==> config.mk <==
export PLATFORM = sky130hd
export DESIGN_NAME = win_shift_buf
export DESIGN_NICKNAME = d
export VERILOG_FILES = /design/src/rtl/win_shift_buf.sv
export SDC_FILE = /design/constraint.sdc
export NUM_CORES = 1
export LEC_CHECK = 0
export ABC_AREA = 0
export BUFFER_PORTS_ARGS = -buffer_cell sky130_fd_sc_hd__buf_4
export CAP_MARGIN = 25
export CORE_ASPECT_RATIO = 0.8
export CORE_MARGIN = 8
export CORE_UTILIZATION = 50
export DETAILED_ROUTE_END_ITERATION = 12
export GPL_ROUTABILITY_DRIVEN = 0
export PLACE_DENSITY = 0.82
export SLEW_MARGIN = 20
export SYNTH_ARGS = -nofsm -noshare
export SYNTH_HDL_FRONTEND = slang
export SYNTH_SLANG_ARGS = --single-unit
==> constraint.sdc <==
create_clock -name clk -period 4.6 [get_ports clk]
set_input_delay 0.69 -clock clk [delete_from_list [all_inputs] [get_ports clk]]
set_output_delay 0.69 -clock clk [all_outputs]
set_load 0.05 [all_outputs]
==> src/rtl/win_shift_buf.sv <==
// win_shift_buf: shifts K_H-tall pixel columns into a K_H x K_W window over an IMG_W-column band,
// emitting every STRIDE-th window on a valid/ready handshake and self-clearing at band end.
module win_shift_buf #(
  parameter int DW = 8,
  parameter int K_H = 3,
  parameter int K_W = 3,
  parameter int STRIDE = 1,
  parameter int IMG_W = 16,
  localparam int CW = $clog2(IMG_W + 1)
) (
  input  logic                             clk,
  input  logic                             rst,
  input  logic                             clear,
  input  logic                             in_valid,
  output logic                             in_ready,
  input  logic [K_H-1:0][DW-1:0]           in_data,
  output logic                             win_valid,
  input  logic                             win_ready,
  output logic [K_H-1:0][K_W-1:0][DW-1:0]  window,
  output logic [CW-1:0]                    win_col,
  output logic                             band_done
);
  localparam int SW = $clog2(STRIDE + 1);
  typedef enum logic [1:0] {S_FILL, S_WIN, S_SKIP, S_DONE} state_t;
  state_t state_q, state_d;
  logic [K_H-1:0][K_W-1:0][DW-1:0] win_q, win_d, win_sh;
  logic [CW-1:0] col_q, col_d, col_inc;
  logic [SW-1:0] skip_q, skip_d, skip_inc;
  logic acc;
  assign win_valid = state_q == S_WIN;
  assign band_done = state_q == S_DONE;
  // a held window blocks input so its contents never shift under the consumer
  assign in_ready = state_q == S_FILL || state_q == S_SKIP ||
                    (win_valid && win_ready && col_q < CW'(IMG_W));
  assign acc = in_valid && in_ready;
  assign col_inc = col_q + CW'(1);
  assign skip_inc = skip_q + SW'(1);
  assign window = win_q;
  assign win_col = col_q - CW'(K_W);
  always_comb begin
    for (int i = 0; i < K_H; i++) begin
      win_sh[i][0] = in_data[i];
      for (int j = 1; j < K_W; j++) win_sh[i][j] = win_q[i][j-1];
    end
  end
  always_comb begin
    state_d = state_q;
    col_d = acc ? col_inc : col_q;
    skip_d = skip_q;
    win_d = acc ? win_sh : win_q;
    case (state_q)
      S_FILL: state_d = acc && col_inc == CW'(K_W) ? S_WIN : S_FILL;
      S_WIN: if (win_ready) begin
        if (col_q == CW'(IMG_W)) state_d = S_DONE;
        else if (acc) begin
          skip_d = SW'(1);
          state_d = STRIDE == 1 ? S_WIN : col_inc == CW'(IMG_W) ? S_DONE : S_SKIP;
        end else begin
          skip_d = '0;
          state_d = S_SKIP;
        end
      end
      S_SKIP: if (acc) begin
        skip_d = skip_inc;
        state_d = skip_inc == SW'(STRIDE) ? S_WIN : col_inc == CW'(IMG_W) ? S_DONE : S_SKIP;
      end
      default: begin
        state_d = S_FILL;
        col_d = '0;
        skip_d = '0;
        win_d = '0;
      end
    endcase
    if (clear) begin
      state_d = S_FILL;
      col_d = '0;
      skip_d = '0;
      win_d = '0;
    end
  end
  always_ff @(posedge clk or posedge rst) begin
    if (rst) begin
      state_q <= S_FILL;
      col_q <= '0;
      skip_q <= '0;
      win_q <= '0;
    end else begin
      state_q <= state_d;
      col_q <= col_d;
      skip_q <= skip_d;
      win_q <= win_d;
    end
  end
endmodule
# Word level (Yosys, flattened, before mapping)
# Cells that the tools add are included.
totals:
  regBits: 80
  in_bits: 29
classes:
  muxes: 21
  n_lt_le_gt_ge: 1
  reduce_logical: 10
  addsub: 3
  n_eq_ne: 11
op_table:
  columns: ["cell", "count"]
  rows:
  - ["$mux W72", 3]
  - ["$mux W5", 3]
  - ["$mux W2", 6]
  - ["$eq A5 B5 Y1 const B", 2]
  - ["$mux W1", 7]
  - ["$ne A3 B3 Y1 const B", 2]
  - ["$pmux W2 S3", 1]
  - ["$add A5 B1 Y5 const B", 1]
  - ["$eq A5 B2 Y1 const B", 1]
  - ["$lt A5 B5 Y1 const B", 1]
  - ["$sub A5 B2 Y5 const B", 1]
  - ["$eq A2 B2 Y1 const B", 2]
  - ["$logic_and A1 B1 Y1", 4]
  - ["$reduce_and A4 Y1", 1]
  - ["$ne A3 B1 Y1 const B", 1]
  - ["$ne A3 B2 Y1 const B", 1]
  - ["$pmux W1 S3", 1]
  - ["$reduce_or A3 Y1", 1]
  - ["$eq A2 B1 Y1 const B", 1]
  - ["$logic_not A2 Y1", 1]
  - ["$logic_or A1 B1 Y1", 2]
  - ["$ne A2 B2 Y1 const B", 1]
  - ["$reduce_and A2 Y1", 1]
  - ["$add A1 B1 Y1 const B", 1]

# Logic depth before layout (Yosys ltp)
# Gate-level depths: netlist of the first run.
depth:
  word_depth: 10
  depth_mapped: 9
  ltp_nobuf: 7

# Worst setup path before layout of the first run
# No wires, ideal clock.
synth_timing:
  kind: "reg2out"
  from: "register col_q[0]"
  to: "output win_col[4]"
  arrival_time_ns: 1.737
  n_path_buf: 0
  path_stages_with_launch: 4
  setup_slack_ns: 2.173
  t_required_ns: 3.910
  cell_sequence: "dfrtp_1 ha_1 nor3_1 xor2_1"
synth_via:
  elab_chain_cells: 1
synth_lines:
  columns: ["element", "line_no", "rtl"]
  rows:
  - ["from (decl)", "27", "logic [CW-1:0] col_q, col_d, col_inc;"]
  - ["from (signal assigned)", "89", "col_q <= col_d;"]
  - ["$sub A5 B2 Y5", "39", "assign win_col = col_q - CW'(K_W);"]
  - ["to (decl)", "20", "output logic [CW-1:0] win_col,"]
# No other way between the ends.

# Worst setup path after layout of the first run
# Ends and elaborated chain as after synthesis.

==> impl_metrics.csv, run 1 <==
group,metric,value,unit
outcome,outcome,"complete, no violations",
sta,fin_worst_skew,0.0119,ns
sta,hold_slack,0.393,ns
power_and_ir_drop,powerDensity,328,mW/mm2
place,post-place-ws,2.03,ns
yosys,ys_seq_area_frac,0.504,
final_layout,fin_nets,526,
yosys,ys_types,39,
floorplan,die_x,116,um
global_route,grtUsageTotal,0.170,
power_and_ir_drop,netSwitchingFraction,0.307,
final_layout,antenna_cells,0,
clock_tree,post_cts_resized,0,
yosys,ys_warn_count,0,
yosys,synth-async-reset-ratio,1.00,
worst_setup_path,critPathKind,"reg2out",
yosys,syn-instance-count,393,
worst_setup_path,cp_max_fo,7,
worst_setup_path,rrSetupSlack,2.38,ns
power_and_ir_drop,netSwitchingPower,503,uW
yosys,synth_seq_cells,80,
sta,rsz0062_at_grt,"false",
sta,maxSlewViolCount,0,
yosys,synthFlopType,"dfrtp_1",
power_and_ir_drop,p_leak,2.23,nW
sta,fin_crit_sh,0.549,
sta,worst_slack,2.08,ns
clock_tree,cts-root-buf,"clkbuf_8",
worst_setup_path,r2r-end,"window[53]",
floorplan,ios,109,
route,drc,0,
route,viasPerCell,5.06,
worst_setup_path,worstRegToRegCells,7,
power_and_ir_drop,power_frac_clock,0.337,
run,maxCapViolCount,0,
global_route,antenna_found_initial,0,
hold_path,hold_class,"in2async",
floorplan,initial_core_util,0.507,
sta,worst_pin_slew,0.649,ns
clock_tree,clock_latency,0.35,ns
final_layout,multi_input_area,0.00170,mm2
worst_setup_path,cp.arrival,1.83,ns
clock_tree,cts_max_path_buffers,2,
floorplan,core_area,0.00784,mm2
worst_setup_path,endpoint_kind,"primary output",
route,drt_first_pass_iters,4,
yosys,syn-cell-area,0.00397,mm2
route,dr.first_iter.drc_count,130,
power_and_ir_drop,power.internal,1.14,mW
final_layout,regArea,0.00200,mm2
power_and_ir_drop,seq_power_share,0.463,
sta,fmax,0.396,GHz
floorplan,row_count,29,
sta,hold_viol,0,
worst_setup_path,required,3.91,ns
sta,setup_viol,0,
power_and_ir_drop,comb_power_share,0.200,
clock_tree,htreeDepth,3,
clock_tree,path_clk_slew,0.08,ns
route,ant_nets,0,
global_route,grt_pass1_wl,15100,um
worst_setup_path,crit_path_start_kind,"register",
final_layout,drive_above_1_share,0.497,
place,io_buffers,108,
clock_tree,cts.sinks,80,
yosys,synthesis.nets,429,
route,wl_per_cell,15.2,um
clock_tree,cts_tree,"yes",
floorplan,fp.dieH,95.7,um
final_layout,areaGrowthSynthToFinish,25.7,%
power_and_ir_drop,ir_drop,197,uV
clock_tree,holdBufCountCts,0,
sta,fin_tns_setup,0,ns
floorplan,die_area,0.0111,mm2
global_route,first_global_vias,3108,
clock_tree,cts-buffers-inserted,9,
yosys,synth_edf_count,0,
worst_setup_path,regToRegStartpoint,"state_q[1]",
final_layout,filler_cell_count,659,
route,route.vias.total,3051,
clock_tree,cts_setup_buffers,0,
sta,fin_crit,2.52,ns
sta,relSlewSlack,0.567,
place,hpwlAfterDp,6250,um
global_route,grt_max_degree,76,
route,totalWireLength,9160,um
yosys,synth_area_per_cell,10.1,um2
global_route,grt_overflow,0,
## stage by stage
step	area (um2)	utilization	total power, mW	cells
final	4990	0.637	1.64	603
after detailed placement	4730	0.604	1.10	585
after floorplan	3970	-	1.01	393
after global routing	4990	0.637	1.71	603
after CTS	4940	0.631	1.65	601
after global placement	4730	0.604	1.09	585
## worst max-delay path by stage
| stage | startpoint | endpoint | cells past startpoint |
|---|---|---|---|
| 3_3_place_gp | win_ready | col_q[4] | 6 |
| 6_report | col_q[0] | win_col[4] | 4 |
| 3_5_place_dp | win_ready | col_q[4] | 6 |
| 5_1_grt | col_q[0] | win_col[4] | 4 |
| 2_1_floorplan | rst | col_q[0] | 1 |
| 4_1_cts | col_q[0] | win_col[4] | 4 |
## area by class of cell
cell class              instances  area share
well taps                     108      0.0271
clock buffers                  11      0.0263
flip-flops and latches         80       0.401
repair buffers                115       0.182
multi-input cells             276       0.341
clock inverters                 5      0.0163
inverters                       8     0.00627
## worst max-delay path: stages (launching register included)
cell,delay [ns]
dfrtp_1,0.47
ha_1,0.32
nor3_1,0.31
xor2_1,0.18
buf_4,0.22
## cell families after synthesis
| logic type | share of synthesized area |
|---|---|
| AOI/OAI and AO/OA | 0.184 |
| xor gates and xnor gates | 0.0176 |
| adders and majority gates | 0.0221 |
| buffers and inverters | 0.0677 |
| DFF | 0.504 |
| and+or+nand+nor | 0.204 |
## flip-flops by register name, summed over array words and instances, names as in the netlist
signal and flops:
window 72, state_q 2, col_q 5, skip_q 1
## power groups by stage
stage | registers (mW) | clock network (mW) | logic, mW
global route | 0.762 | 0.596 | 0.352
floorplan | 0.850 | 0 | 0.161
global placement | 0.771 | 0 | 0.320
finish | 0.758 | 0.552 | 0.328
detailed placement | 0.772 | 0 | 0.325
CTS | 0.758 | 0.566 | 0.325
## layer usage
layer | global-route usage | vias to the layer above | wire length, um
met4 | 0.0388 | 0 | 55
met3 | 0.0583 | 6 | 593
met1 | 0.217 | 1477 | 4030
met5 | 0 | - | 0
met2 | 0.276 | 95 | 4490
li1 | - | 1473 | -
## placed cells by master (no fill, tap or decap), types with 2 or more instances in the layout
master / count
nand2_1: 100
bufinv_16: 2
nand3_1: 3
dfrtp_1: 80
xnor2_1: 3
nor3_1: 4
clkbuf_1: 2
xor2_1: 5
buf_12: 2
inv_1: 7
or3_1: 2
ha_1: 7
a21oi_1: 18
buf_4: 112
clkbuf_8: 9
nor2_1: 4
a21oi_2: 60
nand2_2: 50
o21ai_0: 2
clkinv_2: 2
## Yosys cell counts (all sizes together), types with 2 or more instances
library cell,count,area share
a21oi,78,0.16
nand2,151,0.18
o21ai,2,0.0025
inv,8,0.0076
dfrtp,80,0.50
nor3,4,0.0050
or3,2,0.0032
clkbuf,9,0.0085
nand3,3,0.0038
ha,7,0.022
xor2,5,0.011
nor2,4,0.0038
nor2b,2,0.0050
buf,20,0.052
xnor2,3,0.0066
No activity file was read; power rests on OpenSTA's default activity.
==> inputs of run 2 (changes only) <==
--- a/config.mk
+++ b/config.mk
@@ -10,10 +10,10 @@
 export CAP_MARGIN = 25
 export CORE_ASPECT_RATIO = 0.8
 export CORE_MARGIN = 8
-export CORE_UTILIZATION = 50
+export CORE_UTILIZATION = 47
 export DETAILED_ROUTE_END_ITERATION = 12
 export GPL_ROUTABILITY_DRIVEN = 0
-export PLACE_DENSITY = 0.82
+export PLACE_DENSITY = 0.81
 export SLEW_MARGIN = 20
 export SYNTH_ARGS = -nofsm -noshare
 export SYNTH_HDL_FRONTEND = slang
==> constraint.sdc (replaced) <==
create_clock -name clk -period 2 [get_ports clk]
set_input_delay 0.3 -clock clk [delete_from_list [all_inputs] [get_ports clk]]
set_output_delay 0.3 -clock clk [all_outputs]
set_load 0.05 [all_outputs]
==> run 2 against run 1 <==
  * Die area is 5.4% higher
  * Wire length grew 3.5%
  * Sequential share of layout area decreased by 0.30 points
  * Clock power is 94% higher
  * Critical path depth did not move
  * Cell area grew 0.88%
  * Sequential power rose by 130%
  * Clock-buffer cell count increased by 1
  * Non-clock buffer count is 4 higher
  * Flip-flop and latch count did not move
  * Global-route usage fell by 0.91 points
  * Critical path type unchanged
  * Largest power group unchanged
  * Highest routed layer unchanged
==> impl_metrics.csv, run 2 (synthesized netlist as in run 1, its figures left out) <==
group,metric,value,unit
clock_tree,cts_tree,"yes",
sta,setup_viol,0,
route,route.vias.total,3059,
floorplan,die_area,0.0117,mm2
worst_setup_path,endpoint_kind,"primary output",
worst_setup_path,critPathKind,"reg2out",
route,viasPerCell,5.01,
floorplan,die_x,119,um
sta,hold_slack,0.0487,ns
worst_setup_path,crit_path_start_kind,"register",
global_route,grt_max_degree,43,
route,totalWireLength,9480,um
route,drc,0,
clock_tree,cts-root-buf,"clkbuf_8",
place,post_dp_cell_area,0.00482,mm2
hold_path,hold_class,"in2async",
place,io_buffers,108,
power_and_ir_drop,ir_drop,343,uV
worst_setup_path,cp.arrival,1.65,ns
final_layout,antenna_cells,0,
power_and_ir_drop,netSwitchingPower,1.17,mW
power_and_ir_drop,power_frac_clock,0.298,
worst_setup_path,required,1.70,ns
power_and_ir_drop,p_leak,2.24,nW
final_layout,drive_above_1_share,0.515,
clock_tree,cts.sinks,80,
power_and_ir_drop,powerDensity,710,mW/mm2
sta,maxSlewViolCount,0,
final_layout,filler_cell_count,697,
final_layout,multi_input_area,0.00173,mm2
run,maxCapViolCount,0,
final_layout,regArea,0.00200,mm2
sta,relSlewSlack,0.564,
worst_setup_path,crit_slowest_cell,"dfrtp_1",
sta,fmax,0.514,GHz
place,post-place-ws,0.124,ns
final_layout,largest_reg_flops,72,
sta,fin_worst_skew,0.0127,ns
worst_setup_path,cp_max_fo,5,
floorplan,core_area,0.00833,mm2
power_and_ir_drop,seq_power_share,0.488,
power_and_ir_drop,finalPower,3.58,mW
worst_setup_path,path_cells,"inv_1, ha_1, a211o_4, buf_4",
clock_tree,cts-buffers-inserted,9,
power_and_ir_drop,power.internal,2.40,mW
global_route,first_global_vias,3178,
route,wl_per_cell,15.5,um
clock_tree,path_clk_slew,0.08,ns
route,drt_first_pass_iters,6,
sta,fin_crit,1.95,ns
final_layout,areaGrowthSynthToFinish,26.8,%
final_layout,stdcell_area,0.00504,mm2
clock_tree,holdBufCountCts,0,
clock_tree,htreeDepth,3,
clock_tree,clock_latency,0.34,ns
global_route,grt_pass1_wl,15700,um
floorplan,initial_core_util,0.477,
final_layout,fin_nets,530,
global_route,grt_overflow,0,
route,ant_nets,0,
outcome,outcome,"complete, no violations",
floorplan,ios,109,
power_and_ir_drop,comb_power_share,0.214,
sta,fin_tns_setup,0,ns
sta,fin_crit_sh,0.973,
clock_tree,cts_max_path_buffers,2,
final_layout,final_common_cell,"buf_4",
place,hpwlAfterDp,6710,um
power_and_ir_drop,netSwitchingFraction,0.328,
sta,worst_pin_slew,0.652,ns
worst_setup_path,critPathLaunch,"state_q[0]",
route,dr.first_iter.drc_count,141,
floorplan,fp.dieH,98.2,um
sta,hold_viol,0,
worst_setup_path,regToRegStartpoint,"state_q[1]",
final_layout,mostFrequentLayoutCells,"buf_4 (113), nand2_1 (100), dfrtp_1 (78)",
global_route,antenna_found_initial,0,
sta,worst_slack,0.0543,ns
floorplan,row_count,30,
global_route,grtUsageTotal,0.161,
worst_setup_path,max_stage_delay,0.42,ns
==> run 2: final timing paths <==
check / endpoint / slack, ns / cells past startpoint
worst max register to register: col_q[4] / 0.10 / 7
worst min-delay path: window[4] / 0.05 / 2
worst max-delay path: in_ready / 0.05 / 4
min in group clk: skip_q / 0.14 / 2
worst min register to register: window[64] / 0.53 / 2
max in group asynchronous: window[39] / 1.40 / 3
==> run 2: timing repair <==
| item | CTS | global route |
|---|---|---|
| endpoints found under the setup margin | 1 | 6 |
| resized for setup | 3 | 5 |
| pin swaps | 0 | 1 |
| setup buffers | 0 | 1 |
==> run 2: cell type report <==
class                      count  share of cell area
multi-input combinational    276               0.344
sequential                    80               0.398
clock buffer                  12              0.0288
timing repair buffer         119               0.189
clock inverter                 4             0.00571
inverter                       8             0.00671
tap                          112              0.0278
==> run 2: worst max-delay path: cells and delay by family (launching register included) <==
family	cells	cell delay, ns
flops	1	0.42
buf+inv	2	0.28
compound gates	1	0.35
fa+ha+maj	1	0.27
==> run 2: power by group through the flow <==
stage | Clock [mW] | Sequential [mW] | Combinational (mW)
2_1_floorplan | 0 | 1.96 | 0.371
3_3_place_gp | 0 | 1.77 | 0.759
3_5_place_dp | 0 | 1.78 | 0.766
4_1_cts | 1.10 | 1.74 | 0.769
5_1_grt | 1.16 | 1.76 | 0.818
6_report | 1.07 | 1.75 | 0.765
==> run 2: through the flow <==
step	cells	util
after global routing	611	0.604
after global placement	594	0.579
after CTS	610	0.602
final	611	0.604
after floorplan	393	-
after detailed placement	594	0.579
==> run 2: layer usage <==
layer	vias to the layer above	GRT usage	part of all wire
li1	1476	-	-
met1	1489	0.212	0.46
met2	78	0.252	0.47
met3	16	0.0386	0.047
met4	0	0.0601	0.015
met5	-	0	0
==> inputs of run 3 (changes only) <==
--- a/config.mk
+++ b/config.mk
@@ -8,12 +8,15 @@
 export ABC_AREA = 0
 export BUFFER_PORTS_ARGS = -buffer_cell sky130_fd_sc_hd__buf_4
 export CAP_MARGIN = 25
+export CELL_PAD_IN_SITES_DETAIL_PLACEMENT = 2
+export CELL_PAD_IN_SITES_GLOBAL_PLACEMENT = 2
 export CORE_ASPECT_RATIO = 0.8
 export CORE_MARGIN = 8
-export CORE_UTILIZATION = 47
+export CORE_UTILIZATION = 25
 export DETAILED_ROUTE_END_ITERATION = 12
 export GPL_ROUTABILITY_DRIVEN = 0
-export PLACE_DENSITY = 0.81
+export PLACE_DENSITY = 0.72
+export SETUP_SLACK_MARGIN = 0.4
 export SLEW_MARGIN = 20
 export SYNTH_ARGS = -nofsm -noshare
 export SYNTH_HDL_FRONTEND = slang
==> run 3 against run 2 <==
  * Sequential power about the same
  * Worst setup slack improved by 0.069 ns
  * Critical path depth increased by 5
  * Die area increased by 73%
  * Largest cell class is now multi-input combinational cells
==> impl_metrics.csv, run 3 (synthesized netlist as in run 1, its figures left out) <==
group,metric,value,unit
power_and_ir_drop,power.internal,3.40,mW
power_and_ir_drop,seq_power_share,0.355,
final_layout,largest_reg_flops,72,
worst_setup_path,regToRegStartpoint,"col_q[0]",
worst_setup_path,cp.arrival,2.14,ns
clock_tree,cts-root-buf,"clkbuf_16",
route,drc,0,
power_and_ir_drop,comb_power_share,0.287,
place,post_dp_cell_area,0.00507,mm2
worst_setup_path,crit_path_start_kind,"register",
floorplan,core_area,0.0156,mm2
worst_setup_path,critPathKind,"reg2reg",
power_and_ir_drop,power_frac_clock,0.358,
run,maxCapViolCount,0,
clock_tree,holdBufCountCts,0,
final_layout,multi_input_area,0.00245,mm2
sta,fmax,0.533,GHz
power_and_ir_drop,netSwitchingFraction,0.318,
floorplan,initial_core_util,0.254,
power_and_ir_drop,p_leak,3.36,nW
clock_tree,cts_max_path_buffers,2,
place,io_buffers,108,
sta,fin_tns_setup,0,ns
global_route,grtUsageTotal,0.166,
floorplan,die_area,0.0202,mm2
route,wl_per_cell,22.0,um
worst_setup_path,cp_max_fo,3,
route,drt_first_pass_iters,4,
worst_setup_path,required,2.27,ns
sta,rsz0062_at_grt,"true",
clock_tree,clock_latency,0.35,ns
route,wl_met1,7190,um
power_and_ir_drop,netSwitchingPower,1.58,mW
worst_setup_path,worstRegToRegCells,9,
route,wl_met2,8920,um
final_layout,areaGrowthSynthToFinish,82.9,%
final_layout,filler_cell_count,1555,
floorplan,fp.dieH,129,um
sta,hold_slack,0.0466,ns
power_and_ir_drop,ir_drop,431,uV
clock_tree,path_clk_slew,0.07,ns
route,viasPerCell,4.61,
worst_setup_path,crit_slowest_cell,"dfrtp_2",
route,dr.first_iter.drc_count,100,
route,top_layer_used,"met4",
global_route,grt_pass1_wl,25200,um
route,ant_nets,0,
worst_setup_path,max_stage_delay,0.44,ns
sta,hold_viol,0,
final_layout,drive_above_1_share,0.735,
sta,worst_slack,0.123,ns
clock_tree,cts-buffers-inserted,9,
worst_setup_path,endpoint_kind,"register",
final_layout,antenna_cells,0,
worst_setup_path,path_cells,"buf_6, buf_12, clkinvlp_4, ha_4, nand3_2, nor3_4, a221oi_2, or3_4, a21oi_2",
clock_tree,cts_tree,"yes",
route,totalWireLength,17200,um
hold_path,hold_class,"in2async",
clock_tree,cts.sinks,80,
final_layout,fin_nets,597,
worst_setup_path,r2r-end,"state_q[1]",
final_layout,regArea,0.00201,mm2
final_layout,mostFrequentLayoutCells,"buf_4 (118), a21oi_2 (76), dfrtp_1 (74)",
sta,fin_crit_sh,0.938,
sta,setup_viol,0,
floorplan,ios,109,
global_route,first_global_vias,4151,
global_route,grt_overflow,0,
place,hpwlAfterDp,8540,um
sta,worst_pin_slew,0.505,ns
power_and_ir_drop,powerDensity,686,mW/mm2
outcome,outcome,"complete, no violations",
global_route,grt_max_degree,81,
final_layout,final_common_cell,"buf_4",
sta,maxSlewViolCount,0,
route,route.vias.total,3603,
place,post-place-ws,0.195,ns
final_layout,stdcell_area,0.00726,mm2
floorplan,die_x,157,um
sta,fin_worst_skew,0.0106,ns
sta,relSlewSlack,0.663,
floorplan,row_count,41,
worst_setup_path,rrSetupSlack,0.12,ns
sta,fin_crit,1.88,ns
route,met3_wirelength,792,um
global_route,antenna_found_initial,0,
clock_tree,htreeDepth,3,
run 3: worst max-delay path by stage:
stage	start	slack [ns]	end	depth (start not counted)
floorplan	state_q[1]	0.20	window[56]	8
global placement	state_q[0]	0.29	window[8]	7
detailed placement	state_q[1]	0.20	window[65]	7
CTS	col_q[0]	0.15	win_col[4]	4
global route	col_q[0]	0.04	state_q[1]	9
finish	col_q[0]	0.12	state_q[1]	9
run 3: routing by layer:
layer | track usage | vias to the layer above
li1 | - | 1641
met5 | 0 | -
met3 | 0.0479 | 22
met4 | 0.0412 | 0
met2 | 0.289 | 78
met1 | 0.198 | 1862
run 3: repair_timing:
item	in CTS	in global routing
setup endpoints to repair	85	88
gates resized for setup	99	106
setup buffers	29	18
gates cloned	18	5
pin swaps	41	71
run 3: power by group through the flow:
stage | clock (mW) | sequential (mW) | combinational [mW]
2_1_floorplan | 0 | 1.96 | 0.402
6_report | 1.78 | 1.77 | 1.43
5_1_grt | 1.88 | 1.78 | 1.50
3_5_place_dp | 0 | 1.79 | 0.816
3_3_place_gp | 0 | 1.78 | 0.802
4_1_cts | 1.81 | 1.76 | 1.24
run 3: final cells by class:
cell class,instances,area share
Clock inverter,4,0.00672
Timing Repair Buffer,185,0.299
Tap cell,215,0.0370
Inverter,8,0.00637
Multi-Input combinational cell,277,0.337
Clock buffer,12,0.0367
Sequential cell,80,0.277
run 3: stage by stage:
stage,utilization,cells,total power [mW]
6_report,0.464,781,4.98
5_1_grt,0.464,781,5.16
4_1_cts,0.417,758,4.81
3_5_place_dp,0.324,695,2.60
3_3_place_gp,0.324,695,2.58
2_1_floorplan,-,393,2.36
run 3: critical path: cells and delay by family, from the launching register on:
family                     cells  cell delay [ns]
and+or+nand+nor                3             0.68
DFF                            1             0.44
buffers and inverters          3             0.34
AOI/OAI and AO/OA              2             0.21
adders and majority gates      1             0.13
